--- src/rtl/layer_param_loader.sv ---
// Streams one layer's weights then biases from a 32-bit valid/ready interface into
// packed storage buses laid out for the matrix-multiply and bias-add stages.
module layer_param_loader #(
    parameter int unsigned MAXWEIGHTS = 4,
    parameter int unsigned MAXNEURONS = 10
) (
    input  logic                                 clk,
    input  logic                                 rst,
    input  logic                                 start,
    input  logic [31:0]                          layer_neurons,
    input  logic [31:0]                          layer_inputs,
    input  logic                                 in_valid,
    input  logic [31:0]                          in_data,
    output logic                                 in_ready,
    output logic [32*MAXWEIGHTS*MAXNEURONS-1:0]  weightstorage,
    output logic [32*MAXNEURONS-1:0]             biasstorage,
    output logic [31:0]                          neuron_cnt,
    output logic [31:0]                          input_cnt,
    output logic                                 busy,
    output logic                                 load_done,
    output logic                                 cfg_error
);

    localparam int unsigned NumSlots = MAXWEIGHTS * MAXNEURONS;

    typedef enum logic [1:0] {StIdle, StLoadW, StLoadB, StDone} state_e;

    state_e      state_q;
    logic [31:0] weight_q [NumSlots];
    logic [31:0] bias_q [MAXNEURONS];
    logic [31:0] neuron_cnt_q, input_cnt_q;
    logic [31:0] n_q, k_q;
    logic        in_ready_q, busy_q, load_done_q, cfg_error_q;

    logic        cfg_ok;
    logic        last_k, last_n;
    logic [31:0] w_slot;

    assign cfg_ok = (layer_neurons != '0) && (layer_neurons <= MAXNEURONS) &&
                    (layer_inputs != '0) && (layer_inputs <= MAXWEIGHTS);
    assign last_k = (k_q == input_cnt_q - 32'd1);
    assign last_n = (n_q == neuron_cnt_q - 32'd1);
    // Rows are strided by MAXWEIGHTS so the multiplier sees a fixed layout.
    assign w_slot = n_q * MAXWEIGHTS + k_q;

    always_ff @(posedge clk) begin
        if (rst) begin
            state_q      <= StIdle;
            neuron_cnt_q <= '0;
            input_cnt_q  <= '0;
            n_q          <= '0;
            k_q          <= '0;
            in_ready_q   <= 1'b0;
            busy_q       <= 1'b0;
            load_done_q  <= 1'b0;
            cfg_error_q  <= 1'b0;
            for (int unsigned s = 0; s < NumSlots; s++) weight_q[s] <= '0;
            for (int unsigned s = 0; s < MAXNEURONS; s++) bias_q[s] <= '0;
        end else begin
            load_done_q <= 1'b0;
            cfg_error_q <= 1'b0;
            case (state_q)
                StIdle: begin
                    if (start) begin
                        if (cfg_ok) begin
                            neuron_cnt_q <= layer_neurons;
                            input_cnt_q  <= layer_inputs;
                            n_q          <= '0;
                            k_q          <= '0;
                            in_ready_q   <= 1'b1;
                            busy_q       <= 1'b1;
                            state_q      <= StLoadW;
                            for (int unsigned s = 0; s < NumSlots; s++) weight_q[s] <= '0;
                            for (int unsigned s = 0; s < MAXNEURONS; s++) bias_q[s] <= '0;
                        end else begin
                            cfg_error_q <= 1'b1;
                        end
                    end
                end
                StLoadW: begin
                    if (in_valid) begin
                        for (int unsigned s = 0; s < NumSlots; s++) begin
                            if (w_slot == s) weight_q[s] <= in_data;
                        end
                        if (last_k) begin
                            k_q <= '0;
                            if (last_n) begin
                                n_q     <= '0;
                                state_q <= StLoadB;
                            end else begin
                                n_q <= n_q + 32'd1;
                            end
                        end else begin
                            k_q <= k_q + 32'd1;
                        end
                    end
                end
                StLoadB: begin
                    if (in_valid) begin
                        for (int unsigned s = 0; s < MAXNEURONS; s++) begin
                            if (n_q == s) bias_q[s] <= in_data;
                        end
                        if (last_n) begin
                            n_q         <= '0;
                            in_ready_q  <= 1'b0;
                            busy_q      <= 1'b0;
                            load_done_q <= 1'b1;
                            state_q     <= StDone;
                        end else begin
                            n_q <= n_q + 32'd1;
                        end
                    end
                end
                StDone: state_q <= StIdle;
                default: begin
                    state_q    <= StIdle;
                    in_ready_q <= 1'b0;
                    busy_q     <= 1'b0;
                end
            endcase
        end
    end

    for (genvar s = 0; s < NumSlots; s++) begin : g_wpack
        assign weightstorage[32*s +: 32] = weight_q[s];
    end
    for (genvar s = 0; s < MAXNEURONS; s++) begin : g_bpack
        assign biasstorage[32*s +: 32] = bias_q[s];
    end

    assign in_ready   = in_ready_q;
    assign busy       = busy_q;
    assign load_done  = load_done_q;
    assign cfg_error  = cfg_error_q;
    assign neuron_cnt = neuron_cnt_q;
    assign input_cnt  = input_cnt_q;

endmodule

--- config.mk ---
export PLATFORM = sky130hd
export DESIGN_NAME = layer_param_loader
export DESIGN_NICKNAME = d
export VERILOG_FILES = /design/src/rtl/layer_param_loader.sv
export SDC_FILE = /design/constraint.sdc
export NUM_CORES = 2
export LEC_CHECK = 0
export CORE_AREA = 10 10 671 673
export DETAILED_ROUTE_END_ITERATION = 16
export DIE_AREA = 0 0 681 683
export SLEW_MARGIN = 20
export SYNTH_ARGS = -nofsm -noshare
export SYNTH_HDL_FRONTEND = slang
export SYNTH_SLANG_ARGS = --single-unit
--- constraint.sdc ---
create_clock -name clk -period 7.5 [get_ports clk]
set_clock_uncertainty 0.05 [all_clocks]
set_input_delay 1.5 -clock clk [delete_from_list [all_inputs] [get_ports clk]]
set_output_delay 1.5 -clock clk [all_outputs]
set_load 0.03 [all_outputs]
==> impl_metrics.csv <==
group,metric,value,unit
power,switchingPower,0.00659,W
worst_setup_path,critPathBufInv,2,
clocking,h-tree-depth,4,
sta,fmax,167,MHz
clocking,cts_resized,0,
worst_setup_path,startpoint,"n_q[2]$_SDFFE_PP0P_",
worst_setup_path,cp-end-kind,"register",
clocking,clock_sinks,1733,
die,die_w,681,microns
power,seqPwrFrac,0.464,
clocking,cts-root-buf,"clkbuf_16",
routing,drc_errors,0,
worst_setup_path,crit_path_max_fanout,41,
sta,slew_headroom,0.133,
worst_setup_path,path_cells,"ha_1 > a21oi_2 > o21ai_1 > a211o_1 > and3_1 > or3_1 > a21oi_1 > nand2_4 > buf_12 > o31ai_4 > buf_4",
worst_setup_path,r2r-start,"n_q[2]$_SDFFE_PP0P_",
placed_design,place.port_buffers,1767,
final_layout,nets,7962,
power,p_sw_frac,0.274,
sta,hold_viol_final,0,
worst_setup_path,slowest_delay,0.79,ns
power,power.internal,0.0175,W
global_route,overflow,0,
die,core,437000,sq um
sta,timing.final.crit_period,5.98,ns
logic_synthesis,synth_cells,6432,
global_route,grt_max_degree,214,
worst_setup_path,cp_num_cells,11,
logic_synthesis,syn_area,76600,sq um
final_layout,fin_area,108000,sq um
logic_synthesis,ys_types,97,
global_route,use_met3,0.0667,
logic_synthesis,synth_edf_count,1600,
worst_setup_path,start_kind,"register",
clocking,path_clk_slew,0.06,ns
power,clkPwrFrac,0.418,
routing,num_vias,66000,
worst_setup_path,r2r_cells,11,
routing,ant_nets,0,
worst_setup_path,crit_required,7.95,ns
worst_setup_path,critPathKind,"reg2reg",
worst_setup_path,cp-endpoint,"weight_q[1][212]$_SDFFCE_PN0P_",
worst_setup_path,reg2reg_setup_slack,1.52,ns
clocking,clock_latency,0.91,ns
die,initial_core_util,0.175,
routing,detailedRoute.firstIterationViolations,9352,
global_route,track_usage,0.184,
power,p_leak,34.8,nW
routing,firstDrtPassIters,6,
die,ios,1768,
outcome,outcome,"complete, no violations",
global_route,grt-busiest-layer,"met2",
worst_setup_path,arrival,6.44,ns
logic_synthesis,seq_area_frac_synth,0.662,
global_route,use_met2,0.295,
logic_synthesis,syn_avg_cell_area,11.9,sq um
logic_synthesis,synth_fp_nets,6577,
power,pwr-share-comb,0.118,
final_layout,syn_to_final_growth,40.6,%
flow_run,max-cap-violations,0,
worst_setup_path,cp_top_family,"compound AO/OA/AOI/OAI gates",
routing,viasPerCell,4.78,
worst_setup_path,r2r-end,"weight_q[1][212]$_SDFFCE_PN0P_",
die,die_area,465000,sq um
power,p_per_area,224,nW/um^2
placed_design,gp_congestion,0.883,
sta,setup_violations,0,
worst_hold_path,hp-class,"reg2reg",
placed_design,dp_slack,1.40,ns
clocking,post_cts_buffers,0,
sta,fin_tns_setup,0,ns
die,rows,243,
clocking,tritoncts,"yes",
final_layout,layout_common_cells,"clkdlybuf4s50_1 (1734), edfxtp_1 (1600), nor3_1 (1214), nand4_1 (568), nand3_1 (331)",
final_layout,final_common_cell,"clkdlybuf4s50_1",
power,finalPower,0.0241,W
worst_setup_path,critPathSlowestCell,"a21oi_1",
logic_synthesis,yosys_register_bits,1733,
sta,period_share,0.798,
placed_design,dpl_cell_area,101000,sq um
logic_synthesis,yosysWarningCount,0,
global_route,antenna_found_initial,83,
placed_design,place_hpwl,327000,microns
global_route,grt_use_met1,0.223,
logic_synthesis,ys.flop_type,"edfxtp_1",
final_layout,layout-drive-gt1-share,0.0891,
sta,tightest_slew,1.30,ns
die,chipHeight,683,microns
power,max-vdd-ir-drop,194,uV
sta,final_max_slew_viol_count,0,
sta,grt_setup_unrepaired,"no",
clocking,ctsHoldBuffers,0,
global_route,grt_pass1_vias,61700,
logic_synthesis,async_flop_share,0,
routing,wl_per_cell,33.0,microns
clocking,clk_path_buf_depth,4,
routing,routed_wl,456000,microns
global_route,grt_pass1_wl,590000,microns
clocking,cts_buffers,203,
sta,layout_setup_ws,1.52,ns
[worst reg2reg max path, stage by stage, from the launching register on]
cell and delay (ns):
dfxtp_1 0.53, ha_1 0.42, a21oi_2 0.46, o21ai_1 0.18
a211o_1 0.41, and3_1 0.21, or3_1 0.30, a21oi_1 0.79
nand2_4 0.65, buf_12 0.60, o31ai_4 0.53, buf_4 0.48
[layout make-up]
| type | instances | area [sq um] |
|---|---|---|
| flip-flops and latches | 1733 | 50700 |
| multi-input cells | 3782 | 23100 |
| clock buffers | 244 | 5310 |
| clock inverters | 125 | 1230 |
| fillers | 45700 | 329000 |
| inverters | 88 | 332 |
| well taps | 5757 | 7200 |
| diodes | 58 | 145 |
| repair buffers | 2009 | 19600 |
[metrics by stage]
step | hold slack (ns) | instances | util
2_1_floorplan | 0.418 | 6432 | -
3_3_place_gp | 0.441 | 13400 | 0.231
3_5_place_dp | 0.443 | 13400 | 0.231
4_1_cts | 0.456 | 13700 | 0.246
5_1_grt | 0.481 | 13800 | 0.246
6_report | 0.459 | 13800 | 0.247
[state kept, by name (all words and copies together) (netlist names)]
name        count
weight_q     1280
bias_q        320
input_cnt      32
k_q            32
n_q            32
neuron_cnt     32
state_q         2
busy            1
cfg_error       1
load_done       1
[logic make-up (layout without fill, tap and decap cells)]
kind of cell | count (synthesis) | count (layout) | share of synthesized area
multiplexers | 6 | 6 | 0.000801
AND/OR/NAND/NOR | 3295 | 3295 | 0.239
other | 0 | 58 | 0
XOR/XNOR | 127 | 127 | 0.0145
adder cells (fa/ha/maj) | 45 | 45 | 0.00745
buffers and inverters | 917 | 2466 | 0.0461
flip-flops | 1733 | 1733 | 0.662
AO/OA/AOI/OAI | 309 | 309 | 0.0294
[power by group through the flow]
stage / registers (W) / logic (W) / clock network (W)
after floorplan: 0.0123 / 0.000224 / 0
after global placement: 0.0114 / 0.00289 / 0
after detailed placement: 0.0114 / 0.00288 / 0
after CTS: 0.0112 / 0.00289 / 0.0102
after global routing: 0.0112 / 0.00290 / 0.0106
final: 0.0112 / 0.00284 / 0.0101
[synthesized netlist by cell type (10+ instances only)]
library cell	instances	share of area
ha_1	44	0.0072
nor4_1	301	0.025
edfxtp_1	1600	0.63
and4_1	10	0.0011
a21o_1	16	0.0016
buf_1	58	0.0028
dfxtp_1	133	0.035
nor3_1	1216	0.079
a21oi_1	49	0.0032
and3_1	24	0.0020
nand4b_1	11	0.0013
and2_1	255	0.021
a211oi_1	31	0.0030
o21ai_0	38	0.0025
buf_2	50	0.0033
clkbuf_1	717	0.035
nand2_1	161	0.0079
xor2_1	61	0.0070
o31ai_1	37	0.0036
o32ai_1	22	0.0025
inv_1	56	0.0027
nor2_1	165	0.0081
nand4_1	568	0.046
xnor2_1	66	0.0076
or3_1	32	0.0026
clkinv_1	32	0.0016
or4_1	139	0.014
a31oi_1	11	0.00090
nand3_1	335	0.022
[worst min-delay path by stage]
| stage | startpoint | to | slack (ns) | cells past startpoint |
|---|---|---|---|---|
| 4_1_cts | state_q[1]$_SDFFE_PP0P_ | state_q[1]$_SDFFE_PP0P_ | 0.46 | 2 |
| 5_1_grt | state_q[1]$_SDFFE_PP0P_ | state_q[1]$_SDFFE_PP0P_ | 0.48 | 2 |
| 2_1_floorplan | state_q[1]$_SDFFE_PP0P_ | state_q[1]$_SDFFE_PP0P_ | 0.42 | 2 |
| 3_5_place_dp | state_q[1]$_SDFFE_PP0P_ | state_q[1]$_SDFFE_PP0P_ | 0.44 | 2 |
| 3_3_place_gp | state_q[1]$_SDFFE_PP0P_ | state_q[1]$_SDFFE_PP0P_ | 0.44 | 2 |
| 6_report | neuron_cnt[31]$_SDFFE_PP0N_ | neuron_cnt[31]$_SDFFE_PP0N_ | 0.46 | 1 |
[routing by layer]
layer | up-vias | wire [microns] | part of all wire
met5 | - | 44 | 0.000097
met4 | 8 | 22000 | 0.048
met3 | 784 | 54100 | 0.12
met2 | 4465 | 210000 | 0.46
met1 | 33100 | 169000 | 0.37
li1 | 27700 | - | -
Power figures use the tool's default switching activity.
